$ cat src/rtl/seq_shift_add_multiplier.sv
// Sequential shift-add multiplier: one partial-product row per clock, valid/ready on both sides.
// Define MULT_SIGNED_EN to compile in two's-complement operation selected per operation by is_signed.
module seq_shift_add_multiplier #(
    parameter int WIDTH = 4
) (
    input  logic                 clk,
    input  logic                 rst_n,
    input  logic                 in_valid,
    output logic                 in_ready,
    input  logic [WIDTH-1:0]     a,
    input  logic [WIDTH-1:0]     b,
    input  logic                 is_signed,
    output logic                 out_valid,
    input  logic                 out_ready,
    output logic [2*WIDTH-1:0]   product,
    output logic                 busy
);

    localparam int PW = 2 * WIDTH;
    localparam int CW = (WIDTH > 2) ? $clog2(WIDTH) : 1;
    localparam logic [CW-1:0] LAST = CW'(WIDTH - 1);

    typedef enum logic [1:0] {IDLE, CALC, DONE} state_t;

    state_t          state;
    logic [PW-1:0]   a_reg;
    logic [WIDTH-1:0] b_reg;
    logic [CW-1:0]   count;
    logic [PW-1:0]   acc;
    logic [PW-1:0]   a_ext;
    logic [PW-1:0]   row;
    logic [PW-1:0]   next_acc;
    logic            sub_row;

    function automatic logic [PW-1:0] extend_a(input logic [WIDTH-1:0] v, input logic sgn);
        return sgn ? {{WIDTH{v[WIDTH-1]}}, v} : {{WIDTH{1'b0}}, v};
    endfunction

`ifdef MULT_SIGNED_EN
    logic sgn_reg;

    always_ff @(posedge clk or negedge rst_n) begin
        if (!rst_n)
            sgn_reg <= 1'b0;
        else if (state == IDLE && in_valid)
            sgn_reg <= is_signed;
    end

    // The sign row of b carries weight -2^(WIDTH-1), so it is subtracted rather than added.
    assign a_ext   = extend_a(a, is_signed);
    assign sub_row = sgn_reg && (count == LAST);
`else
    logic unused_is_signed;

    assign unused_is_signed = is_signed;
    assign a_ext   = extend_a(a, 1'b0);
    assign sub_row = 1'b0;
`endif

    always_comb begin
        row      = b_reg[count] ? (a_reg << count) : '0;
        next_acc = sub_row ? (acc - row) : (acc + row);
    end

    always_ff @(posedge clk or negedge rst_n) begin
        if (!rst_n) begin
            state     <= IDLE;
            in_ready  <= 1'b1;
            out_valid <= 1'b0;
            busy      <= 1'b0;
            product   <= '0;
            acc       <= '0;
            count     <= '0;
            a_reg     <= '0;
            b_reg     <= '0;
        end else begin
            case (state)
                IDLE: begin
                    if (in_valid) begin
                        a_reg    <= a_ext;
                        b_reg    <= b;
                        acc      <= '0;
                        count    <= '0;
                        in_ready <= 1'b0;
                        busy     <= 1'b1;
                        state    <= CALC;
                    end
                end
                CALC: begin
                    acc   <= next_acc;
                    count <= count + 1'b1;
                    if (count == LAST) begin
                        product   <= next_acc;
                        out_valid <= 1'b1;
                        state     <= DONE;
                    end
                end
                DONE: begin
                    // product keeps its value after the handshake until the next result lands
                    if (out_ready) begin
                        out_valid <= 1'b0;
                        busy      <= 1'b0;
                        in_ready  <= 1'b1;
                        state     <= IDLE;
                    end
                end
                default: begin
                    state     <= IDLE;
                    in_ready  <= 1'b1;
                    out_valid <= 1'b0;
                    busy      <= 1'b0;
                end
            endcase
        end
    end

endmodule

$ cat config.mk
export PLATFORM = sky130hd
export DESIGN_NAME = seq_shift_add_multiplier
export DESIGN_NICKNAME = d
export VERILOG_FILES = /design/src/rtl/seq_shift_add_multiplier.sv
export SDC_FILE = /design/constraint.sdc
export NUM_CORES = 1
export LEC_CHECK = 0
export ABC_CLOCK_PERIOD_IN_PS = 5420
export CAP_MARGIN = 20
export CELL_PAD_IN_SITES_DETAIL_PLACEMENT = 0
export CELL_PAD_IN_SITES_GLOBAL_PLACEMENT = 1
export CORE_MARGIN = 2
export CORE_UTILIZATION = 45
export CTS_CLUSTER_SIZE = 24
export DETAILED_ROUTE_END_ITERATION = 10
export GPL_TIMING_DRIVEN = 0
export PLACE_DENSITY_LB_ADDON = 0.1
export SYNTH_ARGS = -nofsm -noshare
export SYNTH_HDL_FRONTEND = slang
export SYNTH_SLANG_ARGS = --single-unit
$ cat constraint.sdc
create_clock -name clk -period 5.42 [get_ports clk]
set_clock_uncertainty 0.05 [all_clocks]
set_input_delay 1.084 -clock clk [delete_from_list [all_inputs] [get_ports clk]]
set_output_delay 1.084 -clock clk [all_outputs]
set_load 0.01 [all_outputs]
==> results by group <==
CTS
  • CTS tree: yes
  • TritonCTS Buffers: 5
  • Cts hold-fix bufs: 0
  • Clock buffer depth: 2
  • Clk sinks: 31
  • CTS resizes: 0
  • H-tree depth: 2
  • CTS clock-pin slew for the worst setup and hold paths: 0.06 ns
  • Clk root buf: clkbuf_8
  • Post-CTS setup buffer count: 0
  • Clk_lat worst skew: 0.28 ns

Layout
  • Diodes inserted: 0
  • Fin cells: 241
  • Filler cells: 332
  • Largest regs: acc x8, product x8
  • Fraction of layout cells with a size suffix above 1: 9.84%
  • Multi-input logic area: 815 sq um
  • P&R area growth vs syn: 23.5%
  • Register area: 777 sq um
  • Most frequent cells in the layout: dfrtp_1 (30), nand2_1 (28), clkdlybuf4s50_1 (22), o21ai_1 (16), a21oi_1 (10)
  • Post-layout net count: 214
  • Most common cell after layout, fill and taps aside: dfrtp_1

Flow run
  • Number of max-cap violations: 0

Floorplanning
  • Core region area: 3610 sq um
  • Die Area: 4170 sq um
  • Die W: 64.6 microns
  • Chip Height: 64.6 microns
  • Io pins: 24
  • Rows: 22
  • Initial core utilization: 45.8%

Synthesis
  • Synth Net Count: 184
  • Share of flip-flops with an asynchronous set or reset: 100%
  • Mapped Area: 1650 sq um
  • Synth Instances: 162
  • Seq cells post-synth: 31
  • Post-synth EDFFs: 0
  • YS warnings: 0
  • Seq/Total Area, Yosys: 47.0%
  • Cell variety after synth: 37
  • Avg Cell Area, Syn: 10.2 sq um
  • Ys flop type: dfrtp_1

Timing
  • Slew headroom: 48.1%
  • RSZ-0062 raised after global routing: false
  • Slew Viols, Final: 0
  • Finish-stage setup viols: 0
  • Fin. Hold Viols: 0
  • Fin Setup TNS: 0 ns
  • Tmin final: 2.62 ns
  • Worst Tran Pin Value: 0.776 ns
  • Tcrit/Tclk final: 48.3%
  • Fmax: 382 MHz

Placed design
  • Port buffer count: 22
  • GP Congestion: 0.792
  • HPWL Detailed: 2600 microns
  • Post-Place Cells: 233

Global routing
  • Pin count of the biggest net entering global routing: 18
  • Overflow after GRT: 0
  • First-pass GRT wire length: 6010 microns
  • Vias in the first global route: 1342
  • Initial antenna violation count: 0
  • GRT Total Usage: 19.2%

Power and ir drop
  • Peak supply drop: 0.291 mV
  • Power Dens Cells: 607 nW/um^2
  • Static Leakage: 0.904 nW

Drt
  • Drt total wl: 3350 microns
  • Antenna-violating nets left: 0
  • DRC errors left: 0
  • WL/cell: 13.9 microns
  • Via density: 5.15
  • Detailed Route Iter0 Violations: 42
  • Total number of vias: 1242
  • DR pass1 iterations: 4

Critical path
  • Highest net fanout along the worst path: 10
  • WP data required: 5.54 ns
  • Worst setup SP type: flip-flop
  • Element type at the critical path end: flip-flop
  • CP arrival: 2.74 ns
  • Worst r2r path cells: 9
  • Critical path type: reg2reg

Hold path
  • Hold crit path type: reg2reg
  • Hold depth: 2

Outcome
  • Status: completed
-- cells by family (layout without fill, tap and decap cells) --
group	Yosys count	after routing	synth area share [%]
and+or+nand+nor	48	48	13.6
AOI/OAI and AO/OA	44	44	15.3
DFF	31	31	47.0
muxes	13	13	9.92
buffers and inverters	11	42	3.71
adders and majority gates	9	9	7.27
xor gates and xnor gates	6	6	3.18
-- routing by layer --
metal	routed length, microns	up-vias	GRT usage (%)
li1	-	626	-
met1	1500	583	21.9
met2	1660	28	32.6
met3	152	5	4.69
met4	36	0	11.7
met5	0	-	0
-- final timing paths --
check / startpoint / endpoint / slack (ns)
min in group asynchronous: rst_n / product[5] / 1.21
setup reg to reg: count[0] / product[5] / 2.80
max in group asynchronous: rst_n / in_ready / 3.48
hold reg to reg: product[2] / product[2] / 0.43
setup / recovery: count[0] / product[5] / 2.80
hold / removal: product[2] / product[2] / 0.43
-- report_power, final --
part | internal, mW | switching, mW
Clock | 0.0910 | 0.0805
Sequential | 0.334 | 0.0842
Combinational | 0.311 | 0.338
Total | 0.737 | 0.503
-- metrics by stage --
step	hold WS, ns	setup WS [ns]	utilization (%)	instance area [sq um]	total power [mW]
4_1_cts	0.443	2.78	56.6	2040	1.25
5_1_grt	0.453	2.56	56.6	2040	1.36
3_5_place_dp	0.428	2.71	54.4	1960	1.08
3_3_place_gp	0.415	2.66	53.6	1930	1.05
2_1_floorplan	0.412	3.14	-	1650	0.873
6_report	0.433	2.80	56.6	2040	1.24
-- area by class of cell --
class | instances | area share (%)
Inverter | 4 | 0.736
Timing Repair Buffer | 23 | 12.1
Clock buffer | 8 | 3.92
Tap cell | 48 | 2.94
Multi-Input combinational cell | 120 | 39.9
Sequential cell | 31 | 38.1
Buffer | 7 | 2.27
-- critical path, cell delays in order (launching register included) --
cell and delay, ns:
dfrtp_1 0.48, clkbuf_1 0.33, nand3_1 0.12, a21oi_1 0.34
ha_1 0.33, a211oi_2 0.24, o21ai_1 0.12, a21oi_1 0.19
xor2_1 0.21, o21ai_1 0.09
-- synth_stat cells (all sizes together) (2+ instances only) --
master / number / area share [%]
buf: 6 / 2.6
nand3: 2 / 0.61
inv: 4 / 0.91
nand3b: 2 / 0.91
o21ai: 22 / 6.7
and2: 3 / 1.1
o22ai: 5 / 1.9
xor2: 3 / 1.6
nor2b: 2 / 1.2
mux2: 11 / 7.9
dfrtp: 30 / 45
nand2: 29 / 6.7
nor2: 6 / 1.4
a21oi: 10 / 3.0
xnor2: 3 / 1.6
ha: 8 / 6.1
Power figures use the tool's default switching activity.
==> edit 1 (config.mk and constraints unchanged) <==
Re-encode `state_t` (3 states) as one-hot, 3 bits wide.
--- a/src/rtl/seq_shift_add_multiplier.sv
+++ b/src/rtl/seq_shift_add_multiplier.sv
@@ -20,7 +20,7 @@
     localparam int CW = (WIDTH > 2) ? $clog2(WIDTH) : 1;
     localparam logic [CW-1:0] LAST = CW'(WIDTH - 1);
 
-    typedef enum logic [1:0] {IDLE, CALC, DONE} state_t;
+    typedef enum logic [2:0] {IDLE = 3'b001, CALC = 3'b010, DONE = 3'b100} state_t;
 
     state_t          state;
     logic [PW-1:0]   a_reg;
Check against the original RTL: same outputs for any inputs over 10 cycles, from zero or initial values and one cycle with rst_n low; not proved beyond that.
==> edit 1 against the original RTL <==
- clock power increased by 11%
- wire length increased by 3.5%
- global-route usage decreased by 1.3 points
- worst hold slack improved by 0.0091 ns
- synthesized cell count decreased by 1.2%
- worst setup slack got worse by 0.026 ns
- via count increased by 3.9%
- sequential share of layout area decreased by 1.5 points
- sequential cell count increased by 1
- critical path depth unchanged
- cell area increased by 7.5%
- total power decreased by 14%
- area after synthesis increased by 8.5%
- critical endpoint unchanged
- largest cell class unchanged
==> edit 1: results (changes against the original RTL) <==
.. list-table::
   :header-rows: 1

   * - Metric
     - Value
   * - Result of the run
     - finished clean (unchanged)
   * - Routed via count divided by cell count
     - 5.40 (was 5.15)
   * - Routed Wire Length
     - 3470 um (was 3350 um)
   * - Most area-consuming cells after synthesis
     - sky130_fd_sc_hd__dfrtp_1 (42%), sky130_fd_sc_hd__mux2_2 (6.3%), sky130_fd_sc_hd__ha_1 (5.6%) (was sky130_fd_sc_hd__dfrtp_1 (45%), sky130_fd_sc_hd__nand2_1 (6.4%), sky130_fd_sc_hd__mux2_1 (6.1%))
   * - Routability-driven placement congestion ratio
     - 0.855 (was 0.792)
   * - Leading post-synthesis cells by instance count
     - sky130_fd_sc_hd__dfrtp_1 (30), sky130_fd_sc_hd__nand2_1 (15), sky130_fd_sc_hd__o21ai_0 (13) (was sky130_fd_sc_hd__dfrtp_1 (30), sky130_fd_sc_hd__nand2_1 (28), sky130_fd_sc_hd__o21ai_1 (16))
   * - Ratio of cells with drive above 1 in the final layout
     - 0.199 (was 0.0984)
   * - Fillers
     - 338 (was 332)
   * - Psw
     - 395 uW (was 503 uW)
   * - Max-slew headroom
     - 0.484 (was 0.481)
   * - DR iter-0 viols
     - 61 (was 42)
   * - Register-to-register path setup slack
     - 2.77 ns (was 2.80 ns)
   * - Net count of the mapped netlist
     - 182 (was 184)
   * - Critical hold path startpoint
     - acc[7] (was product[2])
   * - Global-route wire length before repair
     - 5870 um (was 6010 um)
   * - Number of global-route vias before repair
     - 1327 (was 1342)
   * - Final Instance Count excl. Fillers
     - 239 (was 241)
   * - Static Leak
     - 0.000991 uW (was 0.000904 uW)
   * - Yosys cell types
     - 42 (was 37)
   * - Placed Cells
     - 231 (was 233)
   * - Largest net degree at the start of global routing
     - 19 (was 18)
   * - Worst vdd rail ir drop
     - 0.286 mV (was 0.291 mV)
   * - Total global routing track utilization
     - 0.179 (was 0.192)
   * - Detailed Place HPWL
     - 2730 um (was 2600 um)
   * - Worst Hold Path Cells
     - 1 (was 2)
## edit 1: changes by cell type after synthesis, sizes merged, moves of 2 or more
cell and change:
nand2 -13, o21ai -9, a22o +6, nor2 +6
o22ai -5, mux2 +3, a31oi +2, inv -2
o32a +2
## edit 1: area by class of cell
type | instances | area (um2) | share of cell area
Buffer | 7 | 51.3 | 0.0234
Sequential cell | 32 | 803 | 0.366
Tap cell | 48 | 60.1 | 0.0274
Clock inverter | 2 | 10.0 | 0.00456
Inverter | 2 | 7.51 | 0.00342
Timing Repair Buffer | 23 | 248 | 0.113
Clock buffer | 6 | 82.6 | 0.0376
Multi-Input combinational cell | 119 | 931 | 0.424
## edit 1: cell families (layout without fill, tap and decap cells)
kind of cell,count (synthesis),after routing,synth area share
AO/OA/AOI/OAI,42,42,0.154
multiplexers,17,17,0.120
flip-flops,32,32,0.448
adder cells (fa/ha/maj),9,9,0.0670
AND/OR/NAND/NOR,45,45,0.149
buffers and inverters,9,40,0.0328
XOR/XNOR,6,6,0.0293
## edit 1: worst reg2reg max path, cell delays in order (launching register included)
cell                       delay [ns]
sky130_fd_sc_hd__dfrtp_1         0.48
sky130_fd_sc_hd__clkbuf_1        0.34
sky130_fd_sc_hd__nand3_1         0.12
sky130_fd_sc_hd__a21oi_1         0.27
sky130_fd_sc_hd__ha_1            0.31
sky130_fd_sc_hd__a211oi_1        0.30
sky130_fd_sc_hd__o21bai_1        0.13
sky130_fd_sc_hd__a21oi_1         0.20
sky130_fd_sc_hd__xor2_1          0.22
sky130_fd_sc_hd__o21ai_0         0.12
## edit 1: worst max path at each step
| stage | from | end | slack [ns] | cells past startpoint |
|---|---|---|---|---|
| 5_1_grt | count[0] | acc[5] | 2.48 | 9 |
| 2_1_floorplan | count[0] | product[6] | 3.08 | 8 |
| 4_1_cts | count[0] | acc[5] | 2.78 | 9 |
| 6_report | count[0] | product[5] | 2.77 | 9 |
| 3_5_place_dp | count[0] | product[5] | 2.79 | 9 |
| 3_3_place_gp | rst_n | a_reg[1] | 2.65 | 1 |
## edit 1: stage by stage
step	total power [uW]	util	worst slack, ns
3_3_place_gp	867	0.554	2.65
2_1_floorplan	753	-	3.08
3_5_place_dp	892	0.561	2.79
6_report	1070	0.586	2.77
4_1_cts	1080	0.586	2.78
5_1_grt	1160	0.586	2.48
## edit 1: metal layers
metal | up-vias | track usage | routed length [um]
met3 | 8 | 0.0405 | 111
met1 | 616 | 0.210 | 1550
li1 | 645 | - | -
met4 | 0 | 0.102 | 82
met2 | 22 | 0.301 | 1720
met5 | - | 0 | 0
## edit 1: power groups by stage
stage                     Clock (uW)  Combinational (uW)  Sequential (uW)
after floorplan                    0                 373              381
after CTS                        194                 501              390
after detailed placement           0                 498              393
after global routing             202                 551              402
final                            189                 494              388
after global placement             0                 480              387
==> edit 2 (same flow settings) <==
Without the edit above. `WIDTH`: 4 -> 8.
--- a/src/rtl/seq_shift_add_multiplier.sv
+++ b/src/rtl/seq_shift_add_multiplier.sv
@@ -1,7 +1,7 @@
 // Sequential shift-add multiplier: one partial-product row per clock, valid/ready on both sides.
 // Define MULT_SIGNED_EN to compile in two's-complement operation selected per operation by is_signed.
 module seq_shift_add_multiplier #(
-    parameter int WIDTH = 4
+    parameter int WIDTH = 8
 ) (
     input  logic                 clk,
     input  logic                 rst_n,
Interface: changed (resized a, b and product); port bits go from 24 to 40. No check against the original RTL was run, so the function may have changed too.
==> edit 2 against the original RTL <==
- sequential share of layout area shrank 2.9 points
- highest routed layer unchanged
- area after synthesis is 100% higher
- total power is 120% higher
- sequential cell count is 25 higher
- clock power increased by 61%
- cell area is 95% higher
- largest power group unchanged
- sequential power is 77% higher
- wire length up 130%
- worst setup slack lost 1.1 ns
==> edit 2: results (changes against the original RTL) <==
.. list-table::
   :header-rows: 1

   * - Metric
     - Value
   * - Result of the run
     - finished clean (unchanged)
   * - Leading post-synthesis cells by instance count
     - sky130_fd_sc_hd__dfrtp_1 (55), sky130_fd_sc_hd__nand2_1 (51), sky130_fd_sc_hd__nor2_1 (33) (was sky130_fd_sc_hd__dfrtp_1 (30), sky130_fd_sc_hd__nand2_1 (28), sky130_fd_sc_hd__o21ai_1 (16))
   * - Global-route wire length before repair
     - 13400 um (was 6010 um)
   * - Worst-case hold slack
     - 0.430 ns (was 0.433 ns)
   * - Number of cells on the worst reg-to-reg path
     - 14 (was 9)
   * - Total global routing track utilization
     - 0.204 (was 0.192)
   * - Number of global-route vias before repair
     - 2723 (was 1342)
   * - Static Leak
     - 0.00172 uW (was 0.000904 uW)
   * - Net count of the mapped netlist
     - 396 (was 184)
   * - Post-Place Worst Slack
     - 1.79 ns (was 2.71 ns)
   * - Max-slew headroom
     - 0.578 (was 0.481)
   * - Net switching fraction of the power
     - 0.446 (was 0.405)
   * - Seq/Total Area, Yosys
     - 0.418 (was 0.470)
   * - Wire length on met2
     - 3660 um (was 1660 um)
   * - End point of the critical path
     - acc[11] (was product[5])
   * - Worst stage delay on the critical path
     - 0.54 ns (was 0.48 ns)
   * - Ratio of cells with drive above 1 in the final layout
     - 0.114 (was 0.0984)
   * - Multiplexer area fraction after synthesis
     - 0.0988 (was 0.0992)
   * - Port Buffer Count
     - 38 (was 22)
   * - Complex-gate fraction of the synthesized area
     - 0.168 (was 0.153)
   * - Met1 layer wirelength in the final routing
     - 3790 um (was 1500 um)
   * - Yosys cell types
     - 56 (was 37)
   * - Routed via count divided by cell count
     - 5.40 (was 5.15)
   * - Met3 GRT Util
     - 0.0267 (was 0.0469)
   * - Post-synthesis xor/xnor area fraction
     - 0.0287 (was 0.0318)
   * - Fillers
     - 697 (was 332)
   * - Fraction of met1 tracks used by global routing
     - 0.287 (was 0.219)
   * - Wirelength per Cell
     - 15.6 um (was 13.9 um)
   * - DR iter-0 viols
     - 96 (was 42)
   * - Worst-case hold path end point
     - product[8] (was product[2])
   * - Most area-consuming cells after synthesis
     - sky130_fd_sc_hd__dfrtp_1 (41%), sky130_fd_sc_hd__mux2_2 (7.0%), sky130_fd_sc_hd__ha_1 (6.3%) (was sky130_fd_sc_hd__dfrtp_1 (45%), sky130_fd_sc_hd__nand2_1 (6.4%), sky130_fd_sc_hd__mux2_1 (6.1%))
   * - Net total in the final layout
     - 442 (was 214)
   * - Final Instance Count excl. Fillers
     - 503 (was 241)
edit 2: cell types whose count changed in the layout (fill, tap and decap cells not counted), moves of 15 or more:
| cell | before | now |
|---|---|---|
| sky130_fd_sc_hd__o21ai_0 | 6 | 23 |
| sky130_fd_sc_hd__o21ai_1 | 16 | 1 |
| sky130_fd_sc_hd__clkdlybuf4s50_1 | 22 | 37 |
| sky130_fd_sc_hd__nand2_1 | 28 | 51 |
| sky130_fd_sc_hd__mux2_2 | 0 | 21 |
| sky130_fd_sc_hd__dfrtp_1 | 30 | 55 |
| sky130_fd_sc_hd__nor2_1 | 6 | 33 |
edit 2: layout make-up:
type	count	area, um2	area share
Buffer	22	113	0.0283
Tap cell	99	124	0.0311
Timing Repair Buffer	39	395	0.0992
Multi-Input combinational cell	272	1820	0.456
Sequential cell	56	1400	0.352
Clock buffer	6	72.6	0.0182
Inverter	7	26.3	0.00660
Clock inverter	2	35.0	0.00879
